## src/rtl/pq_host_sequencer.sv

```systemverilog
// Purpose: host-side initiator for the BRAM tree priority queue (ENQ / DEQ / REPLACE), tracks occupancy.
// Latency: accept at T, queue pulse at T+1, settle SETTLE_CYCLES, then ready (ENQ) or response (DEQ/REPLACE).
// Backpressure: o_req_ready only in IDLE; a stalled response holds RESP and blocks new requests. Option: PQ_HOST_STATS_EN.
module pq_host_sequencer #(
    parameter int QUEUE_SIZE    = 8,
    parameter int DATA_WIDTH    = 32,
    parameter int SETTLE_CYCLES = 4
) (
    input  logic                            CLK,
    input  logic                            RSTn,
    input  logic                            i_req_valid,
    output logic                            o_req_ready,
    input  logic [1:0]                      i_req_op,
    input  logic [DATA_WIDTH-1:0]           i_req_data,
    output logic                            o_rsp_valid,
    input  logic                            i_rsp_ready,
    output logic [DATA_WIDTH-1:0]           o_rsp_data,
    output logic [$clog2(QUEUE_SIZE+1)-1:0] o_count,
    output logic                            o_full,
    output logic                            o_empty,
    output logic                            o_err,
    output logic                            o_pq_wrt,
    output logic                            o_pq_read,
    output logic [DATA_WIDTH-1:0]           o_pq_data,
    input  logic [DATA_WIDTH-1:0]           i_pq_data,
    output logic [15:0]                     o_stat_ops,
    output logic [15:0]                     o_stat_drops
);
    localparam int CW = $clog2(QUEUE_SIZE + 1);
    localparam int SW = (SETTLE_CYCLES > 1) ? $clog2(SETTLE_CYCLES) : 1;

    localparam logic [1:0] OP_ENQ = 2'b00;
    localparam logic [1:0] OP_DEQ = 2'b01;
    localparam logic [1:0] OP_REP = 2'b10;
    localparam logic [1:0] OP_BAD = 2'b11;

    typedef enum logic [1:0] {ST_IDLE, ST_ISSUE, ST_SETTLE, ST_RESP} state_e;

    state_e                state_q, state_d;
    logic [1:0]            op_q, op_d;
    logic [DATA_WIDTH-1:0] data_q, data_d;
    logic [DATA_WIDTH-1:0] rsp_q, rsp_d;
    logic [CW-1:0]         count_q, count_d;
    logic [SW-1:0]         settle_q, settle_d;
    logic                  err_q, err_d;
    logic                  hs, illegal;

    assign o_full  = (count_q == CW'(QUEUE_SIZE));
    assign o_empty = (count_q == '0);
    assign hs      = i_req_valid & o_req_ready;
    assign illegal = (i_req_op == OP_BAD) ||
                     ((i_req_op == OP_ENQ) && o_full) ||
                     (((i_req_op == OP_DEQ) || (i_req_op == OP_REP)) && o_empty);

    // Queue pins are only ever driven during the single ISSUE cycle.
    assign o_req_ready = (state_q == ST_IDLE);
    assign o_rsp_valid = (state_q == ST_RESP);
    assign o_rsp_data  = rsp_q;
    assign o_count     = count_q;
    assign o_err       = err_q;
    assign o_pq_wrt    = (state_q == ST_ISSUE) && ((op_q == OP_ENQ) || (op_q == OP_REP));
    assign o_pq_read   = (state_q == ST_ISSUE) && ((op_q == OP_DEQ) || (op_q == OP_REP));
    assign o_pq_data   = o_pq_wrt ? data_q : '0;

    // Next-state: request acceptance, issue, settle countdown, response hold.
    always_comb begin
        state_d  = state_q;
        op_d     = op_q;
        data_d   = data_q;
        rsp_d    = rsp_q;
        count_d  = count_q;
        settle_d = settle_q;
        err_d    = 1'b0;
        case (state_q)
            ST_IDLE: begin
                if (hs) begin
                    if (illegal) begin
                        err_d = 1'b1;
                    end else begin
                        op_d    = i_req_op;
                        data_d  = i_req_data;
                        // Top value before the op is exactly what DEQ/REPLACE removes.
                        rsp_d   = i_pq_data;
                        state_d = ST_ISSUE;
                    end
                end
            end
            ST_ISSUE: begin
                settle_d = SW'(SETTLE_CYCLES - 1);
                state_d  = ST_SETTLE;
                if (op_q == OP_ENQ)      count_d = count_q + CW'(1);
                else if (op_q == OP_DEQ) count_d = count_q - CW'(1);
            end
            ST_SETTLE: begin
                if (settle_q == '0) state_d = (op_q == OP_ENQ) ? ST_IDLE : ST_RESP;
                else                settle_d = settle_q - SW'(1);
            end
            ST_RESP: begin
                if (i_rsp_ready) state_d = ST_IDLE;
            end
            default: state_d = ST_IDLE;
        endcase
    end

    // Control and datapath registers; reset aborts any op in flight.
    always_ff @(posedge CLK or negedge RSTn) begin
        if (!RSTn) begin
            state_q  <= ST_IDLE;
            op_q     <= OP_ENQ;
            data_q   <= '0;
            rsp_q    <= '0;
            count_q  <= '0;
            settle_q <= '0;
            err_q    <= 1'b0;
        end else begin
            state_q  <= state_d;
            op_q     <= op_d;
            data_q   <= data_d;
            rsp_q    <= rsp_d;
            count_q  <= count_d;
            settle_q <= settle_d;
            err_q    <= err_d;
        end
    end

`ifdef PQ_HOST_STATS_EN
    logic [15:0] stat_ops_q, stat_ops_d;
    logic [15:0] stat_drops_q, stat_drops_d;

    // Saturating event counters for issued ops and dropped requests.
    always_comb begin
        stat_ops_d   = stat_ops_q;
        stat_drops_d = stat_drops_q;
        if ((state_q == ST_ISSUE) && (stat_ops_q != 16'hFFFF)) stat_ops_d = stat_ops_q + 16'd1;
        if (err_q && (stat_drops_q != 16'hFFFF))               stat_drops_d = stat_drops_q + 16'd1;
    end

    // Statistics registers.
    always_ff @(posedge CLK or negedge RSTn) begin
        if (!RSTn) begin
            stat_ops_q   <= '0;
            stat_drops_q <= '0;
        end else begin
            stat_ops_q   <= stat_ops_d;
            stat_drops_q <= stat_drops_d;
        end
    end

    assign o_stat_ops   = stat_ops_q;
    assign o_stat_drops = stat_drops_q;
`else
    assign o_stat_ops   = '0;
    assign o_stat_drops = '0;
`endif

endmodule

```

## config.mk

```make
export PLATFORM = sky130hd
export DESIGN_NAME = pq_host_sequencer
export DESIGN_NICKNAME = d
export VERILOG_FILES = /design/src/rtl/pq_host_sequencer.sv
export SDC_FILE = /design/constraint.sdc
export NUM_CORES = 1
export LEC_CHECK = 0
export CAP_MARGIN = 40
export CORE_MARGIN = 2
export CORE_UTILIZATION = 40
export DETAILED_ROUTE_END_ITERATION = 10
export GPL_TIMING_DRIVEN = 0
export PLACE_DENSITY_LB_ADDON = 0.25
export SYNTH_ARGS = -nofsm -noshare
export SYNTH_HDL_FRONTEND = slang
export SYNTH_SLANG_ARGS = --single-unit
```

## constraint.sdc

```tcl
create_clock -name CLK -period 2 [get_ports CLK]
set_input_delay 0.5 -clock CLK [delete_from_list [all_inputs] [get_ports CLK]]
set_output_delay 0.5 -clock CLK [all_outputs]
set_load 0.03 [all_outputs]
```

==> impl_metrics.csv <==
group,metric,value,unit
critical_path,crit_type,"reg -> out",
synth,ys_types,31,
routing,routed_wl,8.93,mm
critical_path,crit_path_end_kind,"output pin",
routing,vias,2757,
synth,async_flop_share,100,%
routing,wire_per_inst,14.7,um
floorplanning,start_util,41.7,%
cells_and_area,drive_gt1_share,50.7,%
sta,rsz0062_at_grt,"true",
cells_and_area,nets,576,
global_routing,grt_pass1_wl,14.2,mm
synth,yosysTopAreaCellShare,51.1,%
clock_network,cts_buffers,9,
hold_path,hp-class,"in -> async",
synth,yosys_warnings,0,
critical_path,crit_top_cell,"nor2_4",
job,drv_cap,0,
clock_network,cts-htree-levels,3,
cells_and_area,area_growth_syn_to_layout,71.0,%
critical_path,r2r-start,"op_q[0]",
sta,finalMaxSlewViolations,0,
clock_network,clock_latency,0.34,ns
power_and_ir_drop,power_density,1380,mW/mm^2
routing,via_per_inst,4.53,
clock_network,root_buffer,"clkbuf_8",
sta,setup_viol,33,
routing,remaining_drc_errors,0,
clock_network,cts_tree,"built",
critical_path,required,1.50,ns
critical_path,worst_ep_arrival_time,1.75,ns
sta,clock_skew,0.0114,ns
sta,period_share,113,%
routing,drt_iter0_drc,34,
placed_design,dp_hpwl,6.10,mm
synth,yosys_register_bits,75,
synth,syn_area_per_cell,13.3,um^2
critical_path,worstRegToRegCells,9,
global_routing,grt_overflow,0,
sta,tightest_slew,0.547,ns
floorplanning,die_y,99.8,um
critical_path,path_max_fanout,7,
clock_network,cts_hold_buf,0,
floorplanning,row_count,34,
critical_path,start_kind,"register",
synth,yosys.area.top_type,"dfrtp_1",
global_routing,antenna_found_initial,0,
floorplanning,dieArea,0.00997,mm^2
sta,relSlewSlack,63.5,%
synth,synthMostInstantiatedCell,"dfrtp_1",
status,status,"finished, violations left",
floorplanning,ios,177,
synth,mappedNetlistArea,0.00367,mm^2
clock_network,cts_buffer_depth,2,
critical_path,cpPeakStageDelay,0.41,ns
cells_and_area,n_antenna_cell,0,
critical_path,r2r_slack,0.02,ns
power_and_ir_drop,finalPower,8.68,mW
synth,ys.flop_type,"dfrtp_1",
critical_path,path_delay_family,"buffers and inverters",
synth,synth_commonest_cells,"dfrtp_1, mux2_2, buf_4, and2_1, mux2_4",
sta,setup_slack,-0.251,ns
routing,ant_nets,0,
floorplanning,core,0.00881,mm^2
synth,synthCells,277,
global_routing,grt_max_degree,42,
floorplanning,die_x,99.8,um
sta,clock.fmax,0.444,GHz
synth,synth_seq_area_share,51.1,%
status,violations,"setup timing",
power_and_ir_drop,vdd_ir_drop_max,1100,uV
sta,fin_crit,2.25,ns
clock_network,cts_sinks,75,
global_routing,grt_pass1_vias,2896,
critical_path,r2r_end,"o_count[3]",
placed_design,gp_congestion,0.730,
critical_path,path_buf_inv,4,
sta,hold_viol_final,0,
routing,firstDrtPassIters,4,
global_routing,grtUsageTotal,18.3,%
placed_design,post-place-ws,-1.01,ns
power_and_ir_drop,leakage,2.92,nW
sta,hold_ws,0.139,ns
synth,synth_edf_count,0,
clock_network,cts.clk_slew.worst_paths,0.08,ns
critical_path,critPathSlowestCell,"dfrtp_1",
critical_path,crit_chain,"inv_2, ha_4, nor2_4, nor2_4, buf_12, clkbuf_16, and2_4, buf_6",
synth,yosys-top-cells-area,"dfrtp_1, mux2_2, mux2_4",
placed_design,io_buffers,144,
-- layer usage --
| layer | share of wire, % | global-route usage, % |
|---|---|---|
| met1 | 40 | 22.7 |
| met2 | 51 | 30.1 |
| met3 | 7.7 | 5.78 |
| met4 | 1.5 | 6.74 |
| met5 | 0 | 0 |
-- kinds of logic after synthesis --
kind of cell | after synthesis | share of synthesized area [%]
flops | 75 | 51.1
mux | 68 | 23.6
simple gates | 55 | 8.48
buf+inv | 52 | 10.3
compound gates | 14 | 2.38
fa+ha+maj | 9 | 3.27
xor+xnor | 3 | 0.715
other cells | 1 | 0.102
-- state kept, by name, summed over array words and instances, names as in the netlist --
| name | count |
|---|---|
| o_rsp_data | 32 |
| settle_q | 2 |
| o_count | 4 |
| o_err | 1 |
| op_q | 2 |
| state_q | 2 |
| data_q | 32 |
-- worst max-delay path by stage --
stage | start | endpoint | slack [ns] | cells after the start
after floorplan | op_q[0] | o_pq_data[22] | -0.02 | 6
after detailed placement | op_q[0] | o_pq_data[10] | -1.01 | 7
final | op_q[0] | o_pq_data[10] | -0.25 | 8
after CTS | op_q[0] | o_pq_data[13] | -0.24 | 8
after global placement | RSTn | data_q[12] | -2.25 | 1
after global routing | op_q[0] | o_pq_data[5] | -0.32 | 8
-- final cells by class --
type                       count  area (um^2)
sequential                    75         1880
inverter                       9         52.6
tap                          108          135
clock buffer                  11          151
clock inverter                 4         97.6
timing repair buffer         178         1840
multi-input combinational    181         1720
fill                         642         2520
buffer                        43          405
-- cell usage in the layout, fill, tap and decap left out, types with 2 or more instances in the layout --
master           instances
dfrtp_2                  5
inv_1                    4
ha_1                     4
buf_6                   35
dfrtp_1                 70
mux2i_1                  2
clkbuf_8                11
buf_12                   8
clkinvlp_4               2
inv_2                    2
xnor2_1                  2
and2_1                   5
a21oi_2                  2
a21oi_1                  5
conb_1                  32
clkbuf_2                 2
mux2_2                  38
buf_8                    5
nor2_4                   2
dlygate4sd2_1            4
clkdlybuf4s50_1         99
nand2_1                  2
buf_16                   3
bufinv_16                3
nor2_1                   9
and2_4                  29
a21o_1                   3
mux2_4                  28
buf_2                    4
buf_4                   60
ha_4                     4
-- where the power goes --
part	switching, mW	total (mW)	internal [mW]	leakage (nW)
clock network	0.541	1.43	0.891	0.122
registers	0.474	2.76	2.28	0.891
logic	2.09	4.50	2.41	1.91
total	3.10	8.68	5.58	2.92
-- through the flow --
step	setup TNS [ns]	instances	util (%)	cell area (um^2)
after floorplan	-0.0684	308	-	3840
after global placement	-245.03	560	61.5	5420
after detailed placement	-80.87	561	61.7	5430
after CTS	-7.04	603	70.1	6170
after global routing	-9.07	609	71.4	6280
final	-6.85	609	71.4	6280
-- timing repair --
| action | in CTS | in global routing |
|---|---|---|
| resized for setup | 317 | 31 |
| cloned | 6 | 0 |
| buffers inserted | 21 | 7 |
| pin swaps | 30 | 9 |
| setup endpoints to repair | 109 | 73 |
(Power assumes the default switching activity.)
